**config.mk**
```make
export PLATFORM = sky130hd
export DESIGN_NAME = divisor_seq_flat
export DESIGN_NICKNAME = d
export VERILOG_FILES = /design/src/rtl/divisor_seq_if.sv /design/src/rtl/divisor_seq.sv /design/src/flat_wrapper.sv
export SDC_FILE = /design/constraint.sdc
export NUM_CORES = 1
export LEC_CHECK = 0
export CAP_MARGIN = 0
export CORE_MARGIN = 8
export CORE_UTILIZATION = 50
export DETAILED_ROUTE_END_ITERATION = 6
export PLACE_DENSITY = 0.79
export SYNTH_ARGS = -nofsm -noshare
export SYNTH_HDL_FRONTEND = slang
export SYNTH_SLANG_ARGS = --single-unit
```
**constraint.sdc**
```tcl
create_clock -name clk -period 2.3 [get_ports clk]
set_input_delay 0.23 -clock clk [delete_from_list [all_inputs] [get_ports clk]]
set_output_delay 0.23 -clock clk [all_outputs]
set_load 0.005 [all_outputs]
```
**src/rtl/divisor_seq_if.sv**
```systemverilog
// divisor_seq_if -- start/done handshake and operand/result bundle for the
// sequential signed divider.
//   start      request from the master, sampled only while the divider is idle
//   S          signed dividend, 2*TAM bits
//   B          signed divisor, TAM bits
//   Q, R       signed quotient / remainder, TAM bits each
//   busy       divider is working on an accepted request
//   done       one-cycle pulse when Q, R, ovf and div0 become valid
//   ovf, div0  quotient overflow / divide-by-zero flags
// master: the requester (testbench or surrounding logic); slave: the divider.
`ifndef TAM
`define TAM 8
`endif

interface divisor_seq_if #(parameter int TAM = `TAM) ();
  logic                    start;
  logic signed [2*TAM-1:0] S;
  logic signed [TAM-1:0]   B;
  logic signed [TAM-1:0]   Q;
  logic signed [TAM-1:0]   R;
  logic                    busy;
  logic                    done;
  logic                    ovf;
  logic                    div0;

  modport master (output start, S, B,
                  input  Q, R, busy, done, ovf, div0);
  modport slave  (input  start, S, B,
                  output Q, R, busy, done, ovf, div0);
endinterface

```
**src/rtl/divisor_seq.sv**
```systemverilog
// divisor_seq -- radix-2 restoring signed divider working on magnitudes.
// Divides a 2*TAM-bit signed dividend by a TAM-bit signed divisor, producing
// a TAM-bit quotient truncated toward zero and a remainder carrying the sign
// of the dividend.
//   clk    rising-edge clock
//   rst_n  asynchronous active-low reset
//   bus    divisor_seq_if slave: start/S/B in, Q/R/busy/done/ovf/div0 out
// A request takes 2*TAM+2 edges from acceptance to done; a zero divisor
// skips the iterations and completes in 2 edges.
`ifndef TAM
`define TAM 8
`endif

module divisor_seq #(
  parameter int TAM = `TAM
) (
  input  logic         clk,
  input  logic         rst_n,
  divisor_seq_if.slave bus
);

  localparam int CW = $clog2(2 * TAM);
  localparam logic [2*TAM-1:0] LIM_POS = (2*TAM)'((1 << (TAM - 1)) - 1);
  localparam logic [2*TAM-1:0] LIM_NEG = (2*TAM)'(1 << (TAM - 1));

  typedef enum logic [1:0] {IDLE, CALC, SIGN} state_t;

  state_t             state, state_next;
  logic [2*TAM-1:0]   dvd;
  logic [2*TAM-1:0]   quo;
  logic [TAM:0]       rem;
  logic [TAM-1:0]     bmag;
  logic [TAM-1:0]     s_low;
  logic [CW-1:0]      cnt;
  logic               sign_s, sign_b, zero_path;

  logic [TAM-1:0]     q_reg, r_reg;
  logic               done_reg, ovf_reg, div0_reg;

  logic [2*TAM-1:0]   s_mag;
  logic [TAM-1:0]     b_mag;
  logic [TAM:0]       rem_shift;
  logic               ge;
  logic               q_neg;
  logic [TAM-1:0]     q_val, r_val;
  logic               ovf_val;

  // Magnitudes are taken as unsigned so the most negative operands still fit.
  // The partial remainder stays below |B|, so one extra bit holds the shift.
  always_comb begin
    state_next = state;
    s_mag      = bus.S[2*TAM-1] ? ((2*TAM)'(0) - bus.S) : bus.S;
    b_mag      = bus.B[TAM-1]   ? (TAM'(0) - bus.B)     : bus.B;
    rem_shift  = {rem[TAM-1:0], dvd[2*TAM-1]};
    ge         = (rem_shift >= {1'b0, bmag});
    q_neg      = sign_s ^ sign_b;
    q_val      = q_neg ? (TAM'(0) - quo[TAM-1:0]) : quo[TAM-1:0];
    r_val      = sign_s ? (TAM'(0) - rem[TAM-1:0]) : rem[TAM-1:0];
    ovf_val    = q_neg ? (quo > LIM_NEG) : (quo > LIM_POS);
    case (state)
      IDLE: if (bus.start) state_next = (bus.B == '0) ? SIGN : CALC;
      CALC: if (cnt == CW'(2 * TAM - 1)) state_next = SIGN;
      SIGN: state_next = IDLE;
      default: state_next = IDLE;
    endcase
  end

  // State register plus datapath. Operands are frozen at acceptance, so the
  // inputs are ignored for the rest of the operation.
  always_ff @(posedge clk or negedge rst_n) begin
    if (!rst_n) begin
      state     <= IDLE;
      dvd       <= '0;
      quo       <= '0;
      rem       <= '0;
      bmag      <= '0;
      s_low     <= '0;
      cnt       <= '0;
      sign_s    <= 1'b0;
      sign_b    <= 1'b0;
      zero_path <= 1'b0;
      q_reg     <= '0;
      r_reg     <= '0;
      done_reg  <= 1'b0;
      ovf_reg   <= 1'b0;
      div0_reg  <= 1'b0;
    end else begin
      state    <= state_next;
      done_reg <= 1'b0;
      case (state)
        IDLE: begin
          if (bus.start) begin
            dvd       <= s_mag;
            bmag      <= b_mag;
            s_low     <= bus.S[TAM-1:0];
            sign_s    <= bus.S[2*TAM-1];
            sign_b    <= bus.B[TAM-1];
            zero_path <= (bus.B == '0);
            rem       <= '0;
            quo       <= '0;
            cnt       <= '0;
          end
        end
        CALC: begin
          rem <= ge ? (rem_shift - {1'b0, bmag}) : rem_shift;
          quo <= {quo[2*TAM-2:0], ge};
          dvd <= {dvd[2*TAM-2:0], 1'b0};
          cnt <= cnt + CW'(1);
        end
        SIGN: begin
          done_reg <= 1'b1;
          if (zero_path) begin
            q_reg    <= '0;
            r_reg    <= s_low;
            ovf_reg  <= 1'b0;
            div0_reg <= 1'b1;
          end else begin
            q_reg    <= q_val;
            r_reg    <= r_val;
            ovf_reg  <= ovf_val;
            div0_reg <= 1'b0;
          end
        end
        default: ;
      endcase
    end
  end

  assign bus.Q    = q_reg;
  assign bus.R    = r_reg;
  assign bus.busy = (state != IDLE);
  assign bus.done = done_reg;
  assign bus.ovf  = ovf_reg;
  assign bus.div0 = div0_reg;

endmodule
```
**src/flat_wrapper.sv**
```systemverilog
// flat-port wrapper written by rule: the top's interface ports become plain ports
module divisor_seq_flat 
#(
  parameter int TAM = `TAM
)
  (clk, rst_n, bus_start, bus_S, bus_B, bus_Q, bus_R, bus_busy, bus_done, bus_ovf, bus_div0);
  divisor_seq_if #(.TAM(TAM)) bus_i ();
  input  logic clk;
  input  logic rst_n;
  input wire logic [$bits(bus_i.start)-1:0] bus_start;
  input wire logic [$bits(bus_i.S)-1:0] bus_S;
  input wire logic [$bits(bus_i.B)-1:0] bus_B;
  output wire logic [$bits(bus_i.Q)-1:0] bus_Q;
  output wire logic [$bits(bus_i.R)-1:0] bus_R;
  output wire logic [$bits(bus_i.busy)-1:0] bus_busy;
  output wire logic [$bits(bus_i.done)-1:0] bus_done;
  output wire logic [$bits(bus_i.ovf)-1:0] bus_ovf;
  output wire logic [$bits(bus_i.div0)-1:0] bus_div0;
  assign bus_i.start = bus_start;
  assign bus_i.S = bus_S;
  assign bus_i.B = bus_B;
  assign bus_Q = bus_i.Q;
  assign bus_R = bus_i.R;
  assign bus_busy = bus_i.busy;
  assign bus_done = bus_i.done;
  assign bus_ovf = bus_i.ovf;
  assign bus_div0 = bus_i.div0;
  divisor_seq #(.TAM(TAM)) u_core (.clk(clk), .rst_n(rst_n), .bus(bus_i));
endmodule
```
# Word-level counts from Yosys, hierarchy flattened

Cells that the tools add are included.

$add $sub $neg: 6
Bitwise logic cells: 1
Reduce and logical (&&, ||, !) cells: 7
Equality and inequality tests: 5
Magnitude comparators: 3
Mux-type cells: 23

Operator list:

| kind                                                            | number |
|---|---|
| one-hot mux 16 bit (2 select lines)                             | 2 |
| two-way mux 8 bit                                               | 7 |
| two-way mux 16 bit                                              | 3 |
| subtractor 1 x 8 -> 8 bit (first input constant)                | 3 |
| greater-than comparator 16 x 7 -> 1 bit (second input constant) | 1 |
| greater-than comparator 16 x 8 -> 1 bit (second input constant) | 1 |
| one-hot mux 8 bit (2 select lines)                              | 1 |
| subtractor 1 x 16 -> 16 bit (first input constant)              | 1 |
| >= comparator 9 x 8 -> 1 bit                                    | 1 |
| zero test 8 bit                                                 | 1 |
| one-hot mux 4 bit (2 select lines)                              | 1 |
| subtractor 8 bit                                                | 1 |
| two-way mux 2 bit                                               | 3 |
| AND reduction 2 bit                                             | 3 |
| adder 4 x 1 -> 4 bit (second input constant)                    | 1 |
| == test 4 bit (second input constant)                           | 1 |
| two-way mux 1 bit                                               | 4 |
| two-way mux 4 bit                                               | 1 |
| one-hot mux 2 bit (2 select lines)                              | 1 |
| nonzero test 2 bit                                              | 2 |
| == test 2 x 1 -> 1 bit (second input constant)                  | 1 |
| == test 2 bit (second input constant)                           | 1 |
| zero test 2 bit                                                 | 1 |
| inequality test 2 x 1 -> 1 bit (second input constant)          | 1 |
| other kinds (2)                                                 | 2 |

Input bits: 27
Bits in registers: 84
Output and inout bits: 20
Word-level logic and storage cells: 60

# Logic depth before layout (Yosys ltp)

Gate-level depths: netlist of run 1.

Depth after elaboration: 4
Mapped depth: 9
Depth with buffers taken out: 9

# Least setup slack after synthesis of run 1

No wires, ideal clock.

Path kind: reg2reg
Start point: register u_core.rem[3]
End point: register u_core.rem[1]
Cell stages (with the launch flop): 7
Arrival: 1906 ps
Setup slack: 268 ps
Setup time: 126 ps
Buffers on the path: 0
Cell sequence: dfrtp_1 -> ha_1 -> and2_4 -> a221oi_4 -> a31o_2 -> nand2_2 -> a311o_1

Longest elaborated chain between the ends: 3

Ends and longest elaborated chain:

| item                               | line               | text |
|---|---|---|
| start, declared                    | divisor_seq.sv:31  | `logic [TAM:0] rem;` |
| start signal, assigned             | divisor_seq.sv:105 | `rem <= ge ? (rem_shift - {1'b0, bmag}) : rem_shift;` |
| >= comparator 9 x 8 -> 1 bit       | divisor_seq.sv:55  | `ge = (rem_shift >= {1'b0, bmag});` |
| two-way mux 8 bit                  | divisor_seq.sv:105 |  |
| one-hot mux 8 bit (2 select lines) | divisor_seq.sv:90  | `case (state)` |

No other way between the ends.
A chain may end at the register's enable or synchronous reset.

# Final worst setup path of run 1

Same ends and word-level chain as after synthesis.

==> results.tsv, run 1 <==
stage	metric	value	unit
status	run status	completed	
global_routing	global-route wire length before repair	17.38	mm
route	Routed Antenna Nets	0	
worst_setup_path	Critical Path RT	2540	ps
floorplan	Die W	111.1	µm
clock_network	clk slew on worst S/H paths	80	ps
sta	setup ws final	124.8	ps
yosys	Mapped Avg Cell Area	9.485	µm²
yosys	count of cell types in the netlist	64	
worst_setup_path	CP startpoint	u_core.rem[3]	
pwr	pwr dens	1373	mW/mm²
yosys	Cells after Synth	477	
worst_hold_path	Hold Path Class	primary input to asynchronous set/reset pin	
clock_network	CTS tree	done	
placed_design	Post-DP HPWL	7.758	mm
yosys	flops & latches, synth	84	
pwr	VDD IR-drop max	0.0004856	V
worst_setup_path	Critical R2R Launch	u_core.rem[3]	
sta	Tcrit/Tclk final	94.57	%
floorplan	core box area	0.008763	mm²
global_routing	number of global-route vias before repair	3557	
sta	minimum clock period	2175	ps
worst_setup_path	Setup CP Type	flip-flop to flip-flop	
sta	Final Max Slew Viols	0	
sta	fmax	459.7	MHz
route	DR pass1 iterations	4	
clock_network	later-pin clock latency in the skew report	350	ps
clock_network	TritonCTS Sinks	84	
final_layout	Design Area, Final	0.005344	mm²
placed_design	Port Buffers	46	
sta	Fin Setup TNS	0	ps
worst_setup_path	critical path capture point type	flip-flop	
final_layout	share of cells above drive strength 1	9.756	%
global_routing	initial antenna violation count	0	
route	Iter 0 DRT Violations	220	
floorplan	Initial Utilization	51.63	%
placed_design	Placed Area	0.005141	mm²
sta	Tightest Pin Transition	656.2	ps
route	drt via density	5.736	
yosys	register area share after synthesis	46.46	%
floorplan	Die Ht	111.1	µm
route	routed vias	3677	
clock_network	total CTS buffers	9	
run	Max Cap Viol	0	
worst_setup_path	Worst EP arrival	2410	ps
floorplan	row count	34	
placed_design	setup slack at placement	116.7	ps
sta	Rel. slew slack	56.26	%
yosys	Post-Syn Area	0.004524	mm²
global_routing	largest net degree at the start of global routing	51	
clock_network	clk buf depth	2	
floorplan	Die ar.	0.01235	mm²
final_layout	fin nets	569	
sta	Final Setup Violations	0	
sta	final hold viol count	0	
yosys	Syn Nets	518	
route	Total Wirelength	10.21	mm
clock_network	H-tree depth	3	
route	DRC	0	
final_layout	area grow syn2layout	18.11	%
final_layout	Inserted Diodes	0	
yosys	Post-synth EDFFs	0	
clock_network	Root Buffer Master	clkbuf_8	
yosys	Synth Warn #	0	
worst_setup_path	crit start category	flip-flop	
route	Avg WL per Cell	15.92	µm
pwr	Leak Pwr	2.353	nW
worst_setup_path	worst-path fanout max	6	
floorplan	Top Ports	47	
sta	RSZ-0062 raised after global routing	no	
global_routing	grt ovf	0	
global_routing	GRT Util Overall	16.80	%
yosys	ys async rst share	100.0	%
final_layout	top flop regs	u_core.dvd x16, u_core.quo x16	
yosys	Top FF cell, synth	dfrtp_1	
sta	Setup Skew	7.764	ps
placed_design	GPL Wtd Cong	0.9194	
-- layout by cell type, fill, tap and decap left out, types with 3 or more instances in the layout --
| cell | n |
|---|---|
| a22oi_1 | 12 |
| o22ai_1 | 3 |
| a21oi_1 | 12 |
| nand3_1 | 5 |
| nor3_1 | 3 |
| nand4_1 | 5 |
| o211ai_1 | 6 |
| o31ai_1 | 8 |
| mux2i_1 | 7 |
| buf_4 | 16 |
| or2_2 | 4 |
| nor2b_1 | 3 |
| nor2_1 | 21 |
| o21ai_0 | 54 |
| nand2_1 | 79 |
| nand2b_1 | 7 |
| o221ai_1 | 3 |
| clkdlybuf4s50_1 | 45 |
| nor4_1 | 6 |
| clkbuf_8 | 10 |
| dfrtp_1 | 84 |
| o41ai_1 | 4 |
| inv_1 | 24 |
| xnor2_1 | 18 |
| ha_1 | 13 |
| o21ai_1 | 3 |
| xor2_1 | 16 |
| a22o_1 | 12 |
-- logic make-up (layout without fill, tap and decap cells) --
logic type,after synthesis,count (layout),share of synthesized area (%)
multiplexers,8,8,1.798
buffers and inverters,47,103,4.397
AO/OA/AOI/OAI,138,138,20.55
adder cells (fa/ha/maj),14,14,4.038
XOR/XNOR,34,34,6.582
flip-flops,84,84,46.46
AND/OR/NAND/NOR,152,152,16.18
-- synth_stat cells, types with 3 or more instances --
| cell | n | area, µm² |
|---|---|---|
| o41ai_1 | 4 | 35.03 |
| nand3_1 | 5 | 25.02 |
| ha_1 | 13 | 162.7 |
| o31ai_1 | 8 | 60.06 |
| nor3_1 | 3 | 15.01 |
| xor2_1 | 16 | 140.1 |
| o221ai_1 | 3 | 26.28 |
| nand2b_1 | 7 | 43.79 |
| nor2_1 | 21 | 78.83 |
| o22ai_1 | 3 | 18.77 |
| o211ai_1 | 6 | 45.04 |
| xnor2_1 | 18 | 157.7 |
| inv_1 | 24 | 90.09 |
| a21oi_1 | 12 | 60.06 |
| nor4_1 | 6 | 37.54 |
| mux2i_1 | 7 | 70.07 |
| a22oi_1 | 12 | 90.09 |
| clkbuf_1 | 19 | 71.32 |
| a22o_1 | 12 | 105.1 |
| dfrtp_1 | 84 | 2102 |
| nand2_1 | 79 | 296.5 |
| or2_2 | 4 | 25.02 |
| nor2b_1 | 3 | 18.77 |
| nand4_1 | 5 | 31.28 |
| o21ai_0 | 55 | 275.3 |
-- metrics by stage --
step                      hold WS [ps]  power (mW)  utilization, %  instances
after floorplan                 -65.59       5.145               -        477
after global placement           220.5       6.153           58.67        624
after detailed placement         213.6       6.353           58.67        624
after CTS                        393.0       7.318           60.82        641
after global routing             431.2       7.965           60.98        641
final                            381.8       7.338           60.98        641
-- repair_timing --
item	4_1_cts	5_1_grt
hold buffers	1	0
buffers inserted	0	0
hold endpoints to repair	34	0
resized for setup	0	3
endpoints found under the setup margin	0	5
-- critical path: stages (launching register included) --
cell,delay [ps]
dfrtp_1,420
ha_1,380
and2_4,220
a221oi_4,320
a31o_2,260
nand2_2,110
a311o_1,360
-- layer usage --
metal  vias up  track usage, %  wire [µm]
met5         -               0          0
met4         0           7.289        150
met3        11           3.626        624
met2        99           25.56       4688
met1      1768           22.50       4742
li1       1799               -          -
-- power by group --
group	internal (mW)	leakage, nW	total, mW	switching (mW)
Combinational	1.78	1.18	3.81	2.03
Sequential	2.10	1.08	2.59	0.485
Clock	0.424	0.0855	0.946	0.522
Total	4.30	2.35	7.34	3.03
-- area by class of cell --
type / instances / area, µm²
clock buffer: 11 / 141.4
clock inverter: 5 / 37.54
fill: 740 / 3420
inverter: 24 / 90.09
multi-input combinational: 346 / 2237
sequential: 84 / 2102
tap: 108 / 135.1
timing repair buffer: 63 / 600.6
-- path summary, 6_finish.rpt --
check | end | slack [ps] | cells past startpoint
worst max-delay path | u_core.rem[1] | 120 | 6
worst min-delay path | u_core.rem[6] | 380 | 2
worst max register to register | u_core.rem[1] | 120 | 6
worst min register to register | u_core.s_low[2] | 480 | 2
max in group asynchronous | u_core.dvd[5] | 1310 | 3
min in group clk | u_core.s_low[2] | 480 | 2
Power figures use the tool's default switching activity.
==> run 2, diff against run 1 <==
--- a/config.mk
+++ b/config.mk
@@ -8,6 +8,7 @@
 export CAP_MARGIN = 0
 export CORE_MARGIN = 8
 export CORE_UTILIZATION = 50
+export CTS_CLUSTER_DIAMETER = 30
 export DETAILED_ROUTE_END_ITERATION = 6
 export PLACE_DENSITY = 0.79
 export SYNTH_ARGS = -nofsm -noshare
==> results of run 2 <==
Same layout as run 1: the final DEF is identical, and so are final timing and power.
==> run 3, diff against run 2 <==
--- a/config.mk
+++ b/config.mk
@@ -10,7 +10,9 @@
 export CORE_UTILIZATION = 50
 export CTS_CLUSTER_DIAMETER = 30
 export DETAILED_ROUTE_END_ITERATION = 6
-export PLACE_DENSITY = 0.79
+export GPL_ROUTABILITY_DRIVEN = 1
+export HOLD_SLACK_MARGIN = 0.08
+export PLACE_DENSITY_LB_ADDON = 0.25
 export SYNTH_ARGS = -nofsm -noshare
 export SYNTH_HDL_FRONTEND = slang
 export SYNTH_SLANG_ARGS = --single-unit
==> results.tsv, run 3 (synthesized netlist as in run 1, its figures left out) <==
stage	metric	value	unit
clock_network	TritonCTS Sinks	84	
route	Avg WL per Cell	16.25	µm
sta	fmax	464.8	MHz
final_layout	fin nets	577	
sta	Setup Skew	14.40	ps
final_layout	Layout Cells excl Fill	649	
run	Max Cap Viol	0	
clock_network	total CTS buffers	9	
worst_setup_path	Crit path depth	6	
worst_setup_path	CP bufs+invs	0	
global_routing	largest net degree at the start of global routing	44	
final_layout	share of cells above drive strength 1	11.09	%
route	Routed Antenna Nets	0	
floorplan	Die W	111.1	µm
worst_setup_path	Critical Path Sink	u_core.rem[2]	
clock_network	clk buf depth	2	
route	Iter 0 DRT Violations	269	
worst_setup_path	crit start category	flip-flop	
final_layout	top flop regs	u_core.dvd x16, u_core.quo x16	
sta	RSZ-0062 raised after global routing	no	
placed_design	Post-DP HPWL	7.929	mm
sta	worst hold slack	387.1	ps
sta	minimum clock period	2151	ps
worst_setup_path	reg2reg setup slack	150	ps
worst_hold_path	Hold Path Class	primary input to asynchronous set/reset pin	
floorplan	core box area	0.008763	mm²
status	run status	completed	
global_routing	grt ovf	0	
worst_setup_path	r2r worst-path depth	6	
global_routing	number of global-route vias before repair	3502	
clock_network	Post-CTS Resized	0	
worst_setup_path	worst-path fanout max	8	
floorplan	Die Ht	111.1	µm
worst_setup_path	reg2reg end	u_core.rem[2]	
final_layout	Inserted Diodes	0	
worst_setup_path	crit-path cells	ha_1 -> and2_4 -> o211ai_2 -> a31oi_2 -> o21ai_0 -> a32o_1	
floorplan	Top Ports	47	
global_routing	global-route wire length before repair	17.48	mm
route	DR pass1 iterations	4	
final_layout	most common cell after layout, fill and taps aside	dfrtp_1	
sta	Tcrit/Tclk final	93.53	%
route	drt via density	5.709	
final_layout	area grow syn2layout	20.11	%
pwr	Leak Pwr	2.414	nW
global_routing	GRT Util Overall	17.14	%
final_layout	commonest cells after routing, fill and taps aside	dfrtp_1 (84), nand2_1 (79), o21ai_0 (55)	
sta	Final Max Slew Viols	0	
sta	final hold viol count	0	
clock_network	clk slew on worst S/H paths	90	ps
floorplan	Die ar.	0.01235	mm²
worst_setup_path	Critical Path RT	2560	ps
route	routed vias	3705	
floorplan	Initial Utilization	51.63	%
clock_network	H-tree depth	3	
worst_setup_path	Critical R2R Launch	u_core.rem[3]	
worst_setup_path	critical path capture point type	flip-flop	
placed_design	Port Buffers	46	
clock_network	CTS tree	done	
worst_setup_path	Crit path max-delay family	compound AO/OA/AOI/OAI gates	
pwr	VDD IR-drop max	0.0005273	V
sta	Rel. slew slack	58.16	%
worst_setup_path	Worst EP arrival	2410	ps
sta	setup ws final	148.7	ps
worst_setup_path	slowest CP cell	a31oi_2	
sta	Tightest Pin Transition	627.6	ps
worst_setup_path	crit-path max cell delay	430	ps
global_routing	initial antenna violation count	0	
placed_design	dpl cells	632	
floorplan	row count	34	
clock_network	later-pin clock latency in the skew report	370	ps
sta	Final Setup Violations	0	
placed_design	GPL Wtd Cong	0.8282	
pwr	pwr dens	1393	mW/mm²
placed_design	setup slack at placement	109.4	ps
route	Total Wirelength	10.55	mm
route	DRC	0	
clock_network	Root Buffer Master	clkbuf_8	
sta	Fin Setup TNS	0	ps
worst_setup_path	Setup CP Type	flip-flop to flip-flop	
worst_setup_path	CP startpoint	u_core.rem[3]	
==> run 3: changes by cell type in the layout (fill, tap and decap cells not counted) <==
| cell | delta |
|---|---|
| clkinv_4 | -1 |
| a211oi_2 | -1 |
| clkinvlp_4 | -1 |
| clkbuf_1 | -1 |
| inv_6 | +2 |
| o21ai_0 | +1 |
| a211oi_1 | +1 |
| buf_4 | +8 |
| bufinv_16 | +2 |
| clkbuf_8 | -1 |
| a31oi_2 | +1 |
| a31oi_4 | -1 |
| o21ai_1 | -1 |
==> run 3: per-stage QoR <==
stage                     total power, mW  utilization (%)  cell area, µm²
final                               7.571            62.01            5434
after detailed placement            6.391            59.35            5201
after global placement              6.250            59.35            5201
after CTS                           7.611            62.01            5434
after global routing                8.154            62.01            5434
after floorplan                     5.145                -            4524
==> run 3: what timing repair did <==
| item | 4_1_cts | 5_1_grt |
|---|---|---|
| hold buffers | 1 | 0 |
| setup buffers | 0 | 0 |
| endpoints found under the hold margin | 41 | 0 |
==> run 3: layer usage <==
metal	vias up	GRT usage, %	share of wire [%]
met4	0	7.378	1.5
met1	1799	23.26	48
met3	13	3.626	5.1
met5	-	0	0
li1	1808	-	-
met2	85	25.79	45
==> run 3: worst min-delay path by stage <==
| stage | startpoint | end | slack, ps | depth (start not counted) |
|---|---|---|---|---|
| global route | rst_n | u_core.bus.Q[1] | 440 | 2 |
| CTS | rst_n | u_core.bus.Q[1] | 390 | 2 |
| detailed placement | rst_n | u_core.bus.R[6] | 250 | 1 |
| floorplan | rst_n | u_core.bmag[0] | -70 | 0 |
| finish | rst_n | u_core.bus.R[6] | 390 | 2 |
| global placement | rst_n | u_core.quo[0] | 250 | 1 |
==> run 3: cell type report <==
type                            count  area, µm²
Inverter                           24      90.09
Clock buffer                        9      123.9
Tap cell                          108      135.1
Timing Repair Buffer               71      660.6
Multi-Input combinational cell    346       2223
Clock inverter                      7      98.84
Sequential cell                    84       2102
Fill cell                         795       3329
==> run 3: where the power goes <==
| group | internal [mW] | switching, mW |
|---|---|---|
| registers | 2.10 | 0.468 |
| clock network | 0.619 | 0.568 |
| logic | 1.79 | 2.02 |
==> run 3: worst register-to-register path: stages, from the launching register on <==
cell and delay [ps]:
dfrtp_1 390, ha_1 380, and2_4 210, o211ai_2 180
a31oi_2 430, o21ai_0 180, a32o_1 290
